**src/rtl/tcdm_bank_arbiter.sv**
```systemverilog
// Round-robin arbiter placing N_MASTER requesters onto one TCDM bank, with zero-cycle grant.
// Define TCDM_ARB_OUTREG_EN to add one response register stage (latency 2 instead of 1).
module tcdm_bank_arbiter #(
    parameter int unsigned N_MASTER   = 4,
    parameter int unsigned DATA_WIDTH = 32,
    parameter int unsigned ADDR_WIDTH = 10,
    parameter int unsigned BE_WIDTH   = DATA_WIDTH / 8
) (
    input  logic                                  clk,
    input  logic                                  rst,
    input  logic [N_MASTER-1:0]                   req_i,
    input  logic [N_MASTER-1:0][ADDR_WIDTH-1:0]   add_i,
    input  logic [N_MASTER-1:0]                   wen_i,
    input  logic [N_MASTER-1:0][DATA_WIDTH-1:0]   wdata_i,
    input  logic [N_MASTER-1:0][BE_WIDTH-1:0]     be_i,
    output logic [N_MASTER-1:0]                   gnt_o,
    output logic [N_MASTER-1:0]                   r_valid_o,
    output logic [DATA_WIDTH-1:0]                 r_rdata_o,
    output logic                                  mem_req_o,
    output logic [ADDR_WIDTH-1:0]                 mem_add_o,
    output logic                                  mem_wen_o,
    output logic [DATA_WIDTH-1:0]                 mem_wdata_o,
    output logic [BE_WIDTH-1:0]                   mem_be_o,
    input  logic                                  mem_gnt_i,
    input  logic [DATA_WIDTH-1:0]                 mem_rdata_i
);

    localparam int unsigned PTR_W = (N_MASTER > 1) ? $clog2(N_MASTER) : 1;

    logic [PTR_W-1:0]    ptr;
    logic [PTR_W-1:0]    w;
    logic [PTR_W-1:0]    ptr_next;
    logic                accept;
    logic [N_MASTER-1:0] w_onehot;
    logic [N_MASTER-1:0] r_id;

    // Winner: lowest requesting index >= ptr, else lowest requesting index below ptr (wrap).
    always_comb begin
        w = '0;
        for (int i = N_MASTER - 1; i >= 0; i--) begin
            if (req_i[i] && (i < int'(ptr))) w = PTR_W'(i);
        end
        for (int i = N_MASTER - 1; i >= 0; i--) begin
            if (req_i[i] && (i >= int'(ptr))) w = PTR_W'(i);
        end
    end

    assign mem_req_o = |req_i;
    assign accept    = mem_req_o & mem_gnt_i;
    assign w_onehot  = N_MASTER'(1) << w;
    assign gnt_o     = accept ? w_onehot : '0;
    assign ptr_next  = (int'(w) == int'(N_MASTER) - 1) ? '0 : w + PTR_W'(1);

    always_comb begin
        mem_add_o   = '0;
        mem_wen_o   = 1'b1;
        mem_wdata_o = '0;
        mem_be_o    = '0;
        if (mem_req_o) begin
            mem_add_o   = add_i[w];
            mem_wen_o   = wen_i[w];
            mem_wdata_o = wdata_i[w];
            mem_be_o    = be_i[w];
        end
    end

    always_ff @(posedge clk or posedge rst) begin
        if (rst) begin
            ptr  <= '0;
            r_id <= '0;
        end else begin
            if (accept) ptr <= ptr_next;
            r_id <= accept ? w_onehot : '0;
        end
    end

`ifdef TCDM_ARB_OUTREG_EN
    // Extra response stage: bank data is captured the cycle after accept.
    always_ff @(posedge clk or posedge rst) begin
        if (rst) begin
            r_valid_o <= '0;
            r_rdata_o <= '0;
        end else begin
            r_valid_o <= r_id;
            r_rdata_o <= mem_rdata_i;
        end
    end
`else
    assign r_valid_o = r_id;
    assign r_rdata_o = mem_rdata_i;
`endif

endmodule
```
**config.mk**
```make
export PLATFORM = sky130hd
export DESIGN_NAME = tcdm_bank_arbiter
export DESIGN_NICKNAME = d
export VERILOG_FILES = /design/src/rtl/tcdm_bank_arbiter.sv
export SDC_FILE = /design/constraint.sdc
export NUM_CORES = 1
export LEC_CHECK = 0
export CAP_MARGIN = 20
export CORE_AREA = 5 5 118 120
export CTS_CLUSTER_SIZE = 25
export DETAILED_ROUTE_END_ITERATION = 10
export DIE_AREA = 0 0 123 125
export PLACE_DENSITY = 0.61
export SLEW_MARGIN = 20
export SYNTH_ARGS = -nofsm -noshare
export SYNTH_HDL_FRONTEND = slang
export SYNTH_SLANG_ARGS = --single-unit
```
**constraint.sdc**
```tcl
create_clock -name clk -period 2.3 [get_ports clk]
set_clock_uncertainty 0.2 [all_clocks]
set_input_delay 0.46 -clock clk [delete_from_list [all_inputs] [get_ports clk]]
set_output_delay 0.46 -clock clk [all_outputs]
set_load 0.02 [all_outputs]
```
---- Word level (Yosys, flattened, before mapping) ----
Index checks and enable logic that the tools add are counted.
cells by class
  $add $sub $neg .......................... 1
  order comparisons ....................... 7
  eq/ne operators ......................... 1
  shifts and indexed selects .............. 1
  multiplexer cells ....................... 21
  bitwise gates (word level) .............. 1
  reduce and logical (&&, ||, !) cells .... 7
operators with widths
  kind                   number
  $bmux W32 S2           1
  $mux W32               2
  $bmux W10 S2           1
  $mux W10               2
  $mux W2                8
  $mux W4                3
  $bmux W4 S2            1
  $logic_and A1 B1 Y1    6
  $ge A1 B2 Y1 const A   2
  $lt A1 B2 Y1 const A   2
  $reduce_or A4 Y1       1
  $shl A1 B2 Y4 const A  1
  $lt A2 B3 Y1 const B   1
  $add A2 B1 Y2 const B  1
  $bmux W1 S2            1
  $eq A2 B1 Y1 const B   1
  $ge A2 B2 Y1 const A   1
  $lt A2 B2 Y1 const A   1
  $mux W1                2
  $and A1 B1 Y1          1
word-level totals
  register bits after elaboration ......... 6
  input bits .............................. 227
  output and inout port bits .............. 88
  logic and storage cells ................. 41

---- Longest topological paths before layout ----
Gate-level depths: netlist of the first run.
  word-level depth ........................ 12
  mapped depth ............................ 9
  depth with buffers taken out ............ 6

---- Worst setup path before layout of the first run ----
Ideal clock, no wire load.
  path type ............................... input -> output
  start ................................... in req_i[1]
  end ..................................... out mem_wen_o
  data arrival time ....................... 1.783 ns
  required time ........................... 1.640 ns
  slack ................................... -0.143 ns
  cell stages on the path ................. 5
  buffers on the path ..................... 2
  cell sequence ........................... or4_1 buf_2 nand2_1 buf_4 a2bb2oi_1
between the ends
  elaborated cells on any way between the ends .. 12
  classes of those cells .................. mux (9); reduce/logical (3)
RTL lines
  what                 RTL line  RTL
  start, declared      11        input logic [N_MASTER-1:0] req_i,
  $reduce_or A4 Y1     48        assign mem_req_o = |req_i;
  named net mem_req_o  19        output logic mem_req_o,
  $mux W1              59        if (mem_req_o) begin
  end, declared        21        output logic mem_wen_o,
The timed path passes the listed nets, and every way through them passes these cells. The select of a mux whose other input is x is not followed.

---- Worst setup path after layout of the first run ----
  start ................................... reg ptr[1]
  end ..................................... out mem_wdata_o[9]
between the ends
  cells in the longest elaborated chain, start to end .. 12
  elaborated cells on any way between the ends .. 22
  classes of those cells .................. order compare (6); mux (10); reduce/logical (6)
RTL lines
  what                              RTL line  RTL
  start, declared                   30        logic [PTR_W-1:0] ptr;
  start signal, assigned            72        if (accept) ptr <= ptr_next;
  $lt A2 B2 Y1                      41        if (req_i[i] && (i < int'(ptr))) w = PTR_W'(i);
  $logic_and A1 B1 Y1               41
  $mux W2 (3 in series)             41
  $mux W2 (3 in series)             44        if (req_i[i] && (i >= int'(ptr))) w = PTR_W'(i);
  $mux W2 *                         44
  $bmux W32 S2 *                    62        mem_wdata_o = wdata_i[w];
  $mux W32 (implied by the code) *  62
  $mux W32 *                        59
  end, declared                     22        output logic [DATA_WIDTH-1:0] mem_wdata_o,
Mark *: on every way between the ends. The rest lies on a longest branch, timed or not. The select of a mux whose other input is x is not followed.

==> reports/summary.txt, run 1 <==
========================================================================================
Count of mapped cells out of synthesis                                               229
Max Cap Violations                                                                     0
Sequential-to-total area share from yosys stat                                     7.28%
GP Congestion                                                                      0.795
Flip-flop and latch area                                                        151 um^2
Slew at the pin with the worst max-slew slack                                   0.294 ns
Dpl cell area                                                               0.00482 mm^2
Worst min path class                                                            in2async
Worst-path clk slew                                                              0.04 ns
Initial DRC count                                                                     46
Synth Cell Area                                                             0.00206 mm^2
Fraction of the cycle the final worst path needs                                    118%
Arr. time, crit path                                                             2.05 ns
Area of combinational cells with multiple inputs                            0.00181 mm^2
Filler cell count                                                                   1278
Leak Pwr                                                                         2.24 nW
Most instantiated flip-flop cell in the synthesis netlist                        dfrtp_1
Yosys warnings                                                                         0
Antenna violations before repair                                                       0
Total of flip-flops plus latches after synthesis                                       6
Maximum fanout along the worst path                                                    6
Vertical extent of the die                                                        125 um
# nets final                                                                         713
Wire per inst                                                                    18.1 um
Final hold violations                                                                  0
Achievable frequency                                                             370 MHz
Maximum root-to-sink buffer count                                                      2
Crit-path max cell delay                                                         0.44 ns
Clock latency on the worst-skew pair                                             0.23 ns
Floorplan row count                                                                   42
Max Transition Viols Final                                                             0
Vias in the first global route                                                      3168
Share of synthesized registers carrying an async set or reset                       100%
Number of diodes added for antenna fixing                                              0
Aggregate negative setup slack                                                 -16.09 ns
Syn Area/Cell                                                                  9.00 um^2
Violations in the final reports                                             setup timing
H-Tree Depth                                                                           1
Worst path setup slack after routing                                           -0.406 ns
Clk Tree Root Cell                                                             clkbuf_16
First-pass GRT wire length                                                      16800 um
Category of the worst setup path capture point                                output pin
Routed WL                                                                       11900 um
Largest net degree at the start of global routing                                     27
Cell with the largest stage delay on the worst path                              dfrtp_2
CTS buffer count                                                                       3
Clock net sink count                                                                   6
Final non-filler cell area                                                  0.00545 mm^2
Final worst path period need                                                     2.71 ns
Total half-perimeter wirelength after legalization and detailed placement        9350 um
Fraction of synthesized cell area taken by the top area cell type                  45.6%
Post-cts hold buffer count                                                             0
Total power divided by cell area                                             894 mW/mm^2
Per-cell via count in the routed design                                             4.34
Total Die Area                                                               0.0154 mm^2
Die X                                                                             123 um
Layout cell share with drive strength beyond 1                                     36.5%
Initial core utilization                                                           16.0%
Relative area change from synthesis to final layout                                 164%
Count of nets left with antenna violations after detail routing                        0
Number of different library cells in the post-synthesis netlist                       25
Syn_nets                                                                             460
Io pins                                                                              315
Setup repair after global routing missed its margin                                 true
Vias                                                                                2846
Drt first pass iters                                                                   4
GR Overflow Total                                                                      0
Result of the run                                                           finished, violations left
Critical Path, Cell by Cell                                                 a21oi_2 > o21ai_2 > o2bb2a_4 > buf_12 > buf_16 > buf_8 > mux2i_2 > o22ai_1 > buf_4
IO Port Bufs                                                                         250
Core region area                                                             0.0129 mm^2
Worst setup path class                                                           reg2out
DRC viols                                                                              0
Worst slew margin relative to its limit                                            79.9%
Global-route usage over all layers                                                 13.6%
Startpoint kind of the worst setup timing path                                      flop
Final-report setup violation count                                                    51
Peak supply drop                                                                0.372 mV
TritonCTS clock tree                                                               built
Req. time, crit path                                                             1.64 ns
EDFF count, synth                                                                      0
Cell taking the most area after synthesis                                        mux2i_1
Ranking of synthesized cells by area                                        mux2i_1, o22ai_1, buf_4
========================================================================================
## repair_timing
item / CTS / global route
endpoints found under the setup margin: 53 / 51
pin swaps: 6 / 27
resized for setup: 302 / 71
cloned: 5 / 0
setup buffers: 14 / 3
## cells in the mapped netlist, types with 2 or more instances
master	number
buf_2	4
dfrtp_1	6
and3_1	4
clkbuf_4	4
buf_4	36
buf_12	6
nand2_1	3
a21oi_1	2
o22ai_1	46
inv_1	4
mux2_2	2
mux2i_1	94
ha_1	4
clkbuf_1	3
## area by class of cell
class / count / area share (%)
Multi-Input combinational cell: 164 / 33.3
Timing Repair Buffer: 302 / 58.0
Clock buffer: 3 / 1.38
Inverter: 5 / 0.574
Sequential cell: 6 / 2.78
Tap cell: 176 / 4.04
## per-stage QoR
stage               util [%]  instances  hold WS [ns]  power, W  setup WS, ns
floorplan                  -        229        0.0510   0.00231       -0.0690
detailed placement      37.4        637         0.334   0.00388         -1.10
CTS                     40.5        658         0.249   0.00468        -0.468
global route            42.3        656         0.273   0.00512        -0.480
global placement        37.4        637         0.335   0.00385         -1.05
finish                  42.3        656         0.244   0.00487        -0.406
## sequential cells by signal, indices dropped and copies added (netlist names)
register / flops
ptr: 2
r_valid_o: 4
## worst paths after layout
path,start,to,slack (ns),cells past startpoint
worst min register to register,ptr[0],ptr[0],0.35,2
min in group clk,ptr[0],ptr[0],0.35,2
worst max-delay path,ptr[1],mem_wdata_o[9],-0.41,9
worst max register to register,ptr[1],ptr[0],0.21,9
worst min-delay path,rst,ptr[0],0.24,2
max in group asynchronous,rst,ptr[1],1.45,2
## cell usage in the layout, fill, tap and decap left out, types with 2 or more instances in the layout
master / instances
clkdlybuf4s50_1: 194
mux2i_1: 64
buf_4: 38
o22ai_1: 32
buf_6: 27
mux2i_2: 18
o22ai_2: 14
buf_2: 13
buf_12: 13
mux2i_4: 12
buf_8: 9
buf_16: 5
dfrtp_1: 5
and3_4: 4
ha_4: 3
clkbuf_16: 3
nand2_1: 2
a21oi_1: 2
inv_1: 2
mux2_2: 2
clkdlybuf4s15_2: 2
## routing by layer
| metal | global-route usage, % | part of all wire (%) | routed length, um |
|---|---|---|---|
| met3 | 3.66 | 10 | 1180 |
| met4 | 3.58 | 2.7 | 320 |
| met2 | 25.2 | 51 | 6070 |
| met5 | 0 | 0 | 0 |
| met1 | 15.1 | 36 | 4290 |
## cells by family after synthesis
family                     after synthesis  synth area share, %
DFF                                      6                 7.28
and+or+nand+nor                         10                 2.61
AOI/OAI and AO/OA                       54                 17.6
muxes                                   96                 46.7
buffers and inverters                   59                 23.4
adders and majority gates                4                 2.43
## report_power, final
part	internal, W	switching, W	total [W]
combinational	0.00246	0.00197	0.00443
sequential	0.000137	0.0000268	0.000164
clock	0.000223	0.0000605	0.000284
## critical path: cells and delay by family (launching register included)
kind                   cells  cell delay, ns
AO/OA/AOI/OAI              4            0.60
buffers and inverters      4            0.53
flip-flops                 1            0.44
multiplexers               1            0.22
(Power assumes the default switching activity.)
==> inputs of run 2 (changes only) <==
--- a/config.mk
+++ b/config.mk
@@ -5,12 +5,13 @@
 export SDC_FILE = /design/constraint.sdc
 export NUM_CORES = 1
 export LEC_CHECK = 0
+export ABC_CLOCK_PERIOD_IN_PS = 2550
 export CAP_MARGIN = 20
-export CORE_AREA = 5 5 118 120
+export CORE_AREA = 5 5 120 122
 export CTS_CLUSTER_SIZE = 25
 export DETAILED_ROUTE_END_ITERATION = 10
-export DIE_AREA = 0 0 123 125
-export PLACE_DENSITY = 0.61
+export DIE_AREA = 0 0 125 127
+export PLACE_DENSITY = 0.57
 export SLEW_MARGIN = 20
 export SYNTH_ARGS = -nofsm -noshare
 export SYNTH_HDL_FRONTEND = slang
==> constraint.sdc (replaced) <==
create_clock -name clk -period 2.55 [get_ports clk]
set_clock_uncertainty 0.2 [all_clocks]
set_input_delay 0.51 -clock clk [delete_from_list [all_inputs] [get_ports clk]]
set_output_delay 0.51 -clock clk [all_outputs]
set_load 0.02 [all_outputs]
==> run 2 against run 1 <==
Effect of this change:
- the flow still finishes with violations (setup timing)
- design area is 1.5% higher
- setup slack improved by 0.22 ns
- global-route usage up 0.78 points
- first-iteration DRC count shrank 20%
- critical path depth increased by 1
- combinational power down 5.4%
- sequential share of layout area about the same
- non-clock buffer count increased by 5
- register-to-register slack better by 0.18 ns
- die area increased by 3.3%
- final cell count is 0.76% higher
- hold slack improved by 0.058 ns
- critical path type unchanged
- highest routed layer unchanged
==> reports/summary.txt, run 2 (synthesized netlist as in run 1, its figures left out) <==
========================================================================================
Result of the run                                                           finished, violations left
Violations in the final reports                                             setup timing
Per-cell via count in the routed design                                             4.36   +0.53%
GR met3 Demand/Resource                                                            4.13%   +0.47 points
First-pass GRT wire length                                                      18400 um   +9.9%
Met1 routing resource usage after global routing                                   15.5%   +0.41 points
Aggregate negative setup slack                                                  -6.39 ns   +9.70 ns
Worst min path class                                                            in2async
Startpoint kind of the worst setup timing path                                      flop
Flop2flop setup slack                                                            0.39 ns   +0.18 ns
Crit-path most repeated cell                                                      buf_12
Final-report setup violation count                                                    51   unchanged
Worst setup path class                                                           reg2out
Flip-flop and latch area                                                        151 um^2   unchanged
Initial core utilization                                                           15.8%   -0.26 points
TritonCTS clock tree                                                               built
Max Transition Viols Final                                                             0   unchanged
Max Cap Violations                                                                     0   unchanged
Wire per inst                                                                    19.7 um   +8.9%
H-Tree Depth                                                                           1   unchanged
Most Crowded Layer GR                                                               met2
Clock latency on the worst-skew pair                                             0.22 ns   about the same
Critical Path, Cell by Cell                                                 a21oi_2 > o21ai_2 > o2bb2a_4 > buf_12 > buf_12 > buf_12 > buf_16 > mux2i_2 > o22ai_1 > buf_2
Achievable frequency                                                             365 MHz
Placed instance count                                                                633   -0.63%
GR Overflow Total                                                                      0   unchanged
Antenna violations before repair                                                       0   unchanged
Area of combinational cells with multiple inputs                            0.00182 mm^2   +0.55%
Io pins                                                                              315   unchanged
Floorplan row count                                                                   42   unchanged
IO Port Bufs                                                                         250   unchanged
# nets final                                                                         718   +0.70%
Clock net sink count                                                                   6   unchanged
GP Congestion                                                                      0.917   +15%
Clk Tree Root Cell                                                             clkbuf_16
Count of nets left with antenna violations after detail routing                        0   unchanged
Fraction of the cycle the final worst path needs                                    107%
Global-route usage over all layers                                                 14.4%   +0.78 points
Number of diodes added for antenna fixing                                              0   unchanged
Worst-path clk slew                                                              0.03 ns   about the same
Commonest cells after routing, fill and taps aside                          clkdlybuf4s50_1, mux2i_1, buf_4, o22ai_1, buf_6
Number of flip-flops in the largest register                                           4   unchanged
Vertical extent of the die                                                        127 um   +1.6%
Biggest registers after layout                                              r_valid_o x4, ptr x2
Maximum root-to-sink buffer count                                                      2   unchanged
Req. time, crit path                                                             1.84 ns   +0.20 ns
Crit-path max cell delay                                                         0.44 ns   about the same
Layout cell share with drive strength beyond 1                                     36.1%   -0.38 points
Core Util, Final                                                                   42.3%   -0.049 points
Category of the worst setup path capture point                                output pin
Peak supply drop                                                                0.367 mV   -1.3%
Post-layout total power                                                        0.00458 W   -6.0%
Die X                                                                             125 um   +1.6%
Slew at the pin with the worst max-slew slack                                   0.219 ns   -0.0742 ns
Worst slew margin relative to its limit                                            85.1%   +5.2 points
Core region area                                                             0.0131 mm^2   +1.6%
Vias                                                                                2883   +1.3%
Initial DRC count                                                                     37   -20%
Total power divided by cell area                                             828 mW/mm^2   -7.4%
Vias in the first global route                                                      3281   +3.6%
CTS buffer count                                                                       3   unchanged
Worst path setup slack after routing                                           -0.188 ns   +0.218 ns
Leak Pwr                                                                         2.30 nW   +2.6%
Leading cell type in the layout, fill and taps excluded                     clkdlybuf4s50_1
Drt first pass iters                                                                   4   unchanged
Depth of the worst register-to-register path                                           8   -1
Arr. time, crit path                                                             2.03 ns   -0.02 ns
Worst hold slack                                                                0.301 ns   +0.0577 ns
Finished Layout Cells                                                                661   +0.76%
Post-cts hold buffer count                                                             0   unchanged
Relative area change from synthesis to final layout                                 168%
Filler cell count                                                                   1257   -1.6%
Cell with the largest stage delay on the worst path                              dfrtp_2
Routed WL                                                                       13000 um   +9.7%
Setup repair after global routing missed its margin                                 true
Largest net degree at the start of global routing                                     31   +15%
Most flop-heavy register                                                       r_valid_o
Met2 track demand over resource in global routing                                  27.1%   +1.9 points
Maximum fanout along the worst path                                                    6   unchanged
DRC viols                                                                              0   unchanged
Total half-perimeter wirelength after legalization and detailed placement        9350 um   about the same
Total Die Area                                                               0.0159 mm^2   +3.3%
Final worst path period need                                                     2.74 ns
Final hold violations                                                                  0   unchanged
========================================================================================
run 2: per-layer routing:
layer,vias up,share of wire (%)
li1,1362,-
met1,1328,37
met2,165,52
met3,28,8.3
met4,0,2.5
met5,-,0
run 2: cell type report:
type	instances	area share (%)
sequential	6	2.74
inverter	5	0.475
timing repair buffer	307	58.5
tap	176	3.98
multi-input combinational	164	32.9
clock buffer	3	1.36
run 2: what timing repair did:
item,CTS,global route
setup buffers,13,5
setup endpoints to repair,52,51
pin swaps,13,13
gates cloned,7,4
resized for setup,325,60
run 2: per-stage QoR:
stage	worst slack, ns	cell area, um^2
floorplan	0.00706	2060
global placement	-0.946	4650
detailed placement	-0.950	4650
CTS	-0.245	5230
global route	-0.285	5530
finish	-0.188	5530
run 2: worst paths after layout:
kind                             start           end
worst min register to register  ptr[1]        ptr[1]
min in group clk                ptr[1]        ptr[1]
worst min-delay path               rst  r_valid_o[3]
worst max register to register  ptr[1]        ptr[1]
max in group asynchronous          rst        ptr[1]
worst max-delay path            ptr[1]  mem_add_o[2]
run 2: critical path, delay by kind of cell (launching register included):
kind | cells | cell delay (ns)
buffers and inverters | 5 | 0.64
AOI/OAI and AO/OA | 4 | 0.53
DFF | 1 | 0.44
muxes | 1 | 0.19
run 2: power breakdown:
part	internal (W)	switching [W]
logic	0.00232	0.00187
registers	0.000123	0.0000258
clock network	0.000201	0.0000471
==> inputs of run 3 (changes only) <==
--- a/config.mk
+++ b/config.mk
@@ -5,7 +5,7 @@
 export SDC_FILE = /design/constraint.sdc
 export NUM_CORES = 1
 export LEC_CHECK = 0
-export ABC_CLOCK_PERIOD_IN_PS = 2550
+export ABC_CLOCK_PERIOD_IN_PS = 2700
 export CAP_MARGIN = 20
 export CORE_AREA = 5 5 120 122
 export CTS_CLUSTER_SIZE = 25
==> constraint.sdc (replaced) <==
create_clock -name clk -period 2.7 [get_ports clk]
set_clock_uncertainty 0.2 [all_clocks]
set_input_delay 0.54 -clock clk [delete_from_list [all_inputs] [get_ports clk]]
set_output_delay 0.54 -clock clk [all_outputs]
set_load 0.02 [all_outputs]
==> run 3 against run 2 <==
Effect of this change:
- the run still ends with setup timing left
- hold slack improved by 0.030 ns
- flip-flop and latch count did not move
- combinational power fell by 13%
- clock power fell by 4%
==> reports/summary.txt, run 3 (synthesized netlist as in run 1, its figures left out) <==
========================================================================================
Routed WL                                                                       12400 um   -4.8%
Total half-perimeter wirelength after legalization and detailed placement        9400 um   +0.56%
Maximum root-to-sink buffer count                                                      2   unchanged
TritonCTS clock tree                                                               built
Floorplan row count                                                                   42   unchanged
Critical register-to-register path endpoint                                       ptr[1]
Post-cts hold buffer count                                                             0   unchanged
Slew at the pin with the worst max-slew slack                                   0.212 ns   -0.00689 ns
Worst path setup slack after routing                                          -0.0862 ns   +0.102 ns
Startpoint kind of the worst setup timing path                                      flop
Setup repair after global routing missed its margin                                 true
# nets final                                                                         713   -0.70%
Category of the worst setup path capture point                                output pin
Violations in the final reports                                             setup timing
Final-report setup violation count                                                    40   -22%
Layout cell share with drive strength beyond 1                                     32.7%   -3.4 points
Io pins                                                                              315   unchanged
Antenna violations before repair                                                       0   unchanged
Family of cells with the greatest summed delay on the critical path         compound AO/OA/AOI/OAI gates
Aggregate negative setup slack                                                  -1.34 ns   +5.05 ns
Biggest registers after layout                                              r_valid_o x4, ptr x2
Worst min path class                                                            in2async
Depth of the worst register-to-register path                                           7   -1
Final hold violations                                                                  0   unchanged
Commonest cells after routing, fill and taps aside                          clkdlybuf4s50_1, mux2i_1, buf_4, o22ai_1, buf_6
First-pass GRT wire length                                                      17700 um   -4.2%
Maximum fanout along the worst path                                                   15   +9
Max Cap Violations                                                                     0   unchanged
Initial DRC count                                                                     43   +16%
Critical R2R Launch                                                               ptr[1]
Crit-path max cell delay                                                         0.44 ns   about the same
Largest net degree at the start of global routing                                     31   unchanged
Core region area                                                             0.0131 mm^2   unchanged
GP Congestion                                                                      0.918   about the same
Vias in the first global route                                                      3241   -1.2%
Relative area change from synthesis to final layout                                 157%
Total power divided by cell area                                             759 mW/mm^2   -8.4%
Cell with the largest stage delay on the worst path                              dfrtp_2
Die X                                                                             125 um   unchanged
Number of flip-flops in the largest register                                           4   unchanged
Leak Pwr                                                                         2.23 nW   -2.9%
Leading cell type in the layout, fill and taps excluded                     clkdlybuf4s50_1
Initial core utilization                                                           15.8%   unchanged
Achievable frequency                                                             359 MHz
Filler cell count                                                                   1281   +1.9%
Result of the run                                                           finished, violations left
Worst hold slack                                                                0.331 ns   +0.0298 ns
IO Port Bufs                                                                         250   unchanged
Wire per inst                                                                    18.9 um   -4.1%
Vertical extent of the die                                                        127 um   unchanged
Vias                                                                                2855   -0.97%
Req. time, crit path                                                             1.96 ns   +0.12 ns
Most flop-heavy register                                                       r_valid_o
Post-placement worst setup slack                                               -0.876 ns   +0.0744 ns
Total Die Area                                                               0.0159 mm^2   unchanged
Worst setup path class                                                           reg2out
GR Overflow Total                                                                      0   unchanged
Per-cell via count in the routed design                                             4.35   -0.22%
Final worst path period need                                                     2.79 ns
H-Tree Depth                                                                           1   unchanged
Post-layout total power                                                        0.00403 W   -12%
Count of buffering cells on the critical path with inverters included                  3   -2
Worst-path clk slew                                                              0.03 ns   about the same
Critical Path, Cell by Cell                                                 nand2b_1 > a21oi_1 > a311o_2 > nand2_4 > buf_12 > buf_16 > o22ai_1 > buf_4
Number of diodes added for antenna fixing                                              0   unchanged
Clk Tree Root Cell                                                             clkbuf_16
Global-route usage over all layers                                                 13.7%   -0.66 points
Count of nets left with antenna violations after detail routing                        0   unchanged
Peak supply drop                                                                0.317 mV   -14%
CTS buffer count                                                                       3   unchanged
Flop2flop setup slack                                                            0.62 ns   +0.23 ns
Drt first pass iters                                                                   4   unchanged
DRC viols                                                                              0   unchanged
Fraction of the cycle the final worst path needs                                    103%
Clock net sink count                                                                   6   unchanged
Arr. time, crit path                                                             2.05 ns   +0.02 ns
Clock latency on the worst-skew pair                                             0.23 ns   about the same
Worst slew margin relative to its limit                                            85.5%   +0.47 points
Max Transition Viols Final                                                             0   unchanged
========================================================================================
-- run 3: cell count changes in the layout (fill, tap and decap cells not counted), moves of 3 or more --
cell     previous run  this run
o22ai_2            14         6
buf_6              29        22
buf_2              12        18
mux2i_1            69        73
o22ai_1            30        40
mux2i_2            14        11
-- run 3: per-stage QoR --
stage | util (%) | area, um^2 | std cells
after global placement | 35.6 | 4650 | 633
after floorplan | - | 2060 | 229
final | 40.6 | 5310 | 656
after CTS | 37.5 | 4900 | 648
after global routing | 40.6 | 5310 | 656
after detailed placement | 35.6 | 4650 | 633
-- run 3: area by class of cell --
type                            count  area (um^2)  share of cell area, %
Timing Repair Buffer              302         3130                   58.9
Multi-Input combinational cell    164         1710                   32.1
Tap cell                          176          220                   4.15
Sequential cell                     6          151                   2.85
Clock buffer                        3         75.1                   1.41
Inverter                            5         28.8                  0.542
-- run 3: worst max path at each step --
stage | start | endpoint | slack [ns] | cells past startpoint
2_1_floorplan | req_i[1] | mem_wen_o | 0.1 | 5
3_3_place_gp | req_i[0] | mem_wdata_o[22] | -0.86 | 9
3_5_place_dp | req_i[0] | mem_wdata_o[22] | -0.88 | 9
4_1_cts | ptr[1] | mem_wdata_o[31] | -0.10 | 9
5_1_grt | ptr[1] | mem_add_o[8] | -0.16 | 8
6_report | ptr[1] | mem_add_o[5] | -0.09 | 8
-- run 3: timing repair --
item / 4_1_cts / 5_1_grt
pin swaps: 11 / 17
resized for setup: 276 / 79
cloned: 5 / 2
setup endpoints to repair: 52 / 50
setup buffers: 7 / 7
-- run 3: worst reg2reg max path: cells and delay by family, from the launching register on --
family / cells / cell delay [ns]
multiplexers: 2 / 0.45
flip-flops: 1 / 0.41
AO/OA/AOI/OAI: 1 / 0.39
adder cells (fa/ha/maj): 1 / 0.19
AND/OR/NAND/NOR: 1 / 0.05
buffers and inverters: 2 / 0.25
-- run 3: routing by layer --
metal / global-route usage (%) / routed length, um
met1: 14.9 / 4570
met3: 4.05 / 1020
met2: 25.9 / 6540
met5: 0 / 0
met4: 3.83 / 257
-- run 3: where the power goes --
group	leakage [nW]	internal [W]	switching, W
Clock	0.0370	0.000190	0.0000480
Sequential	0.0769	0.000117	0.0000241
Combinational	2.12	0.00201	0.00164
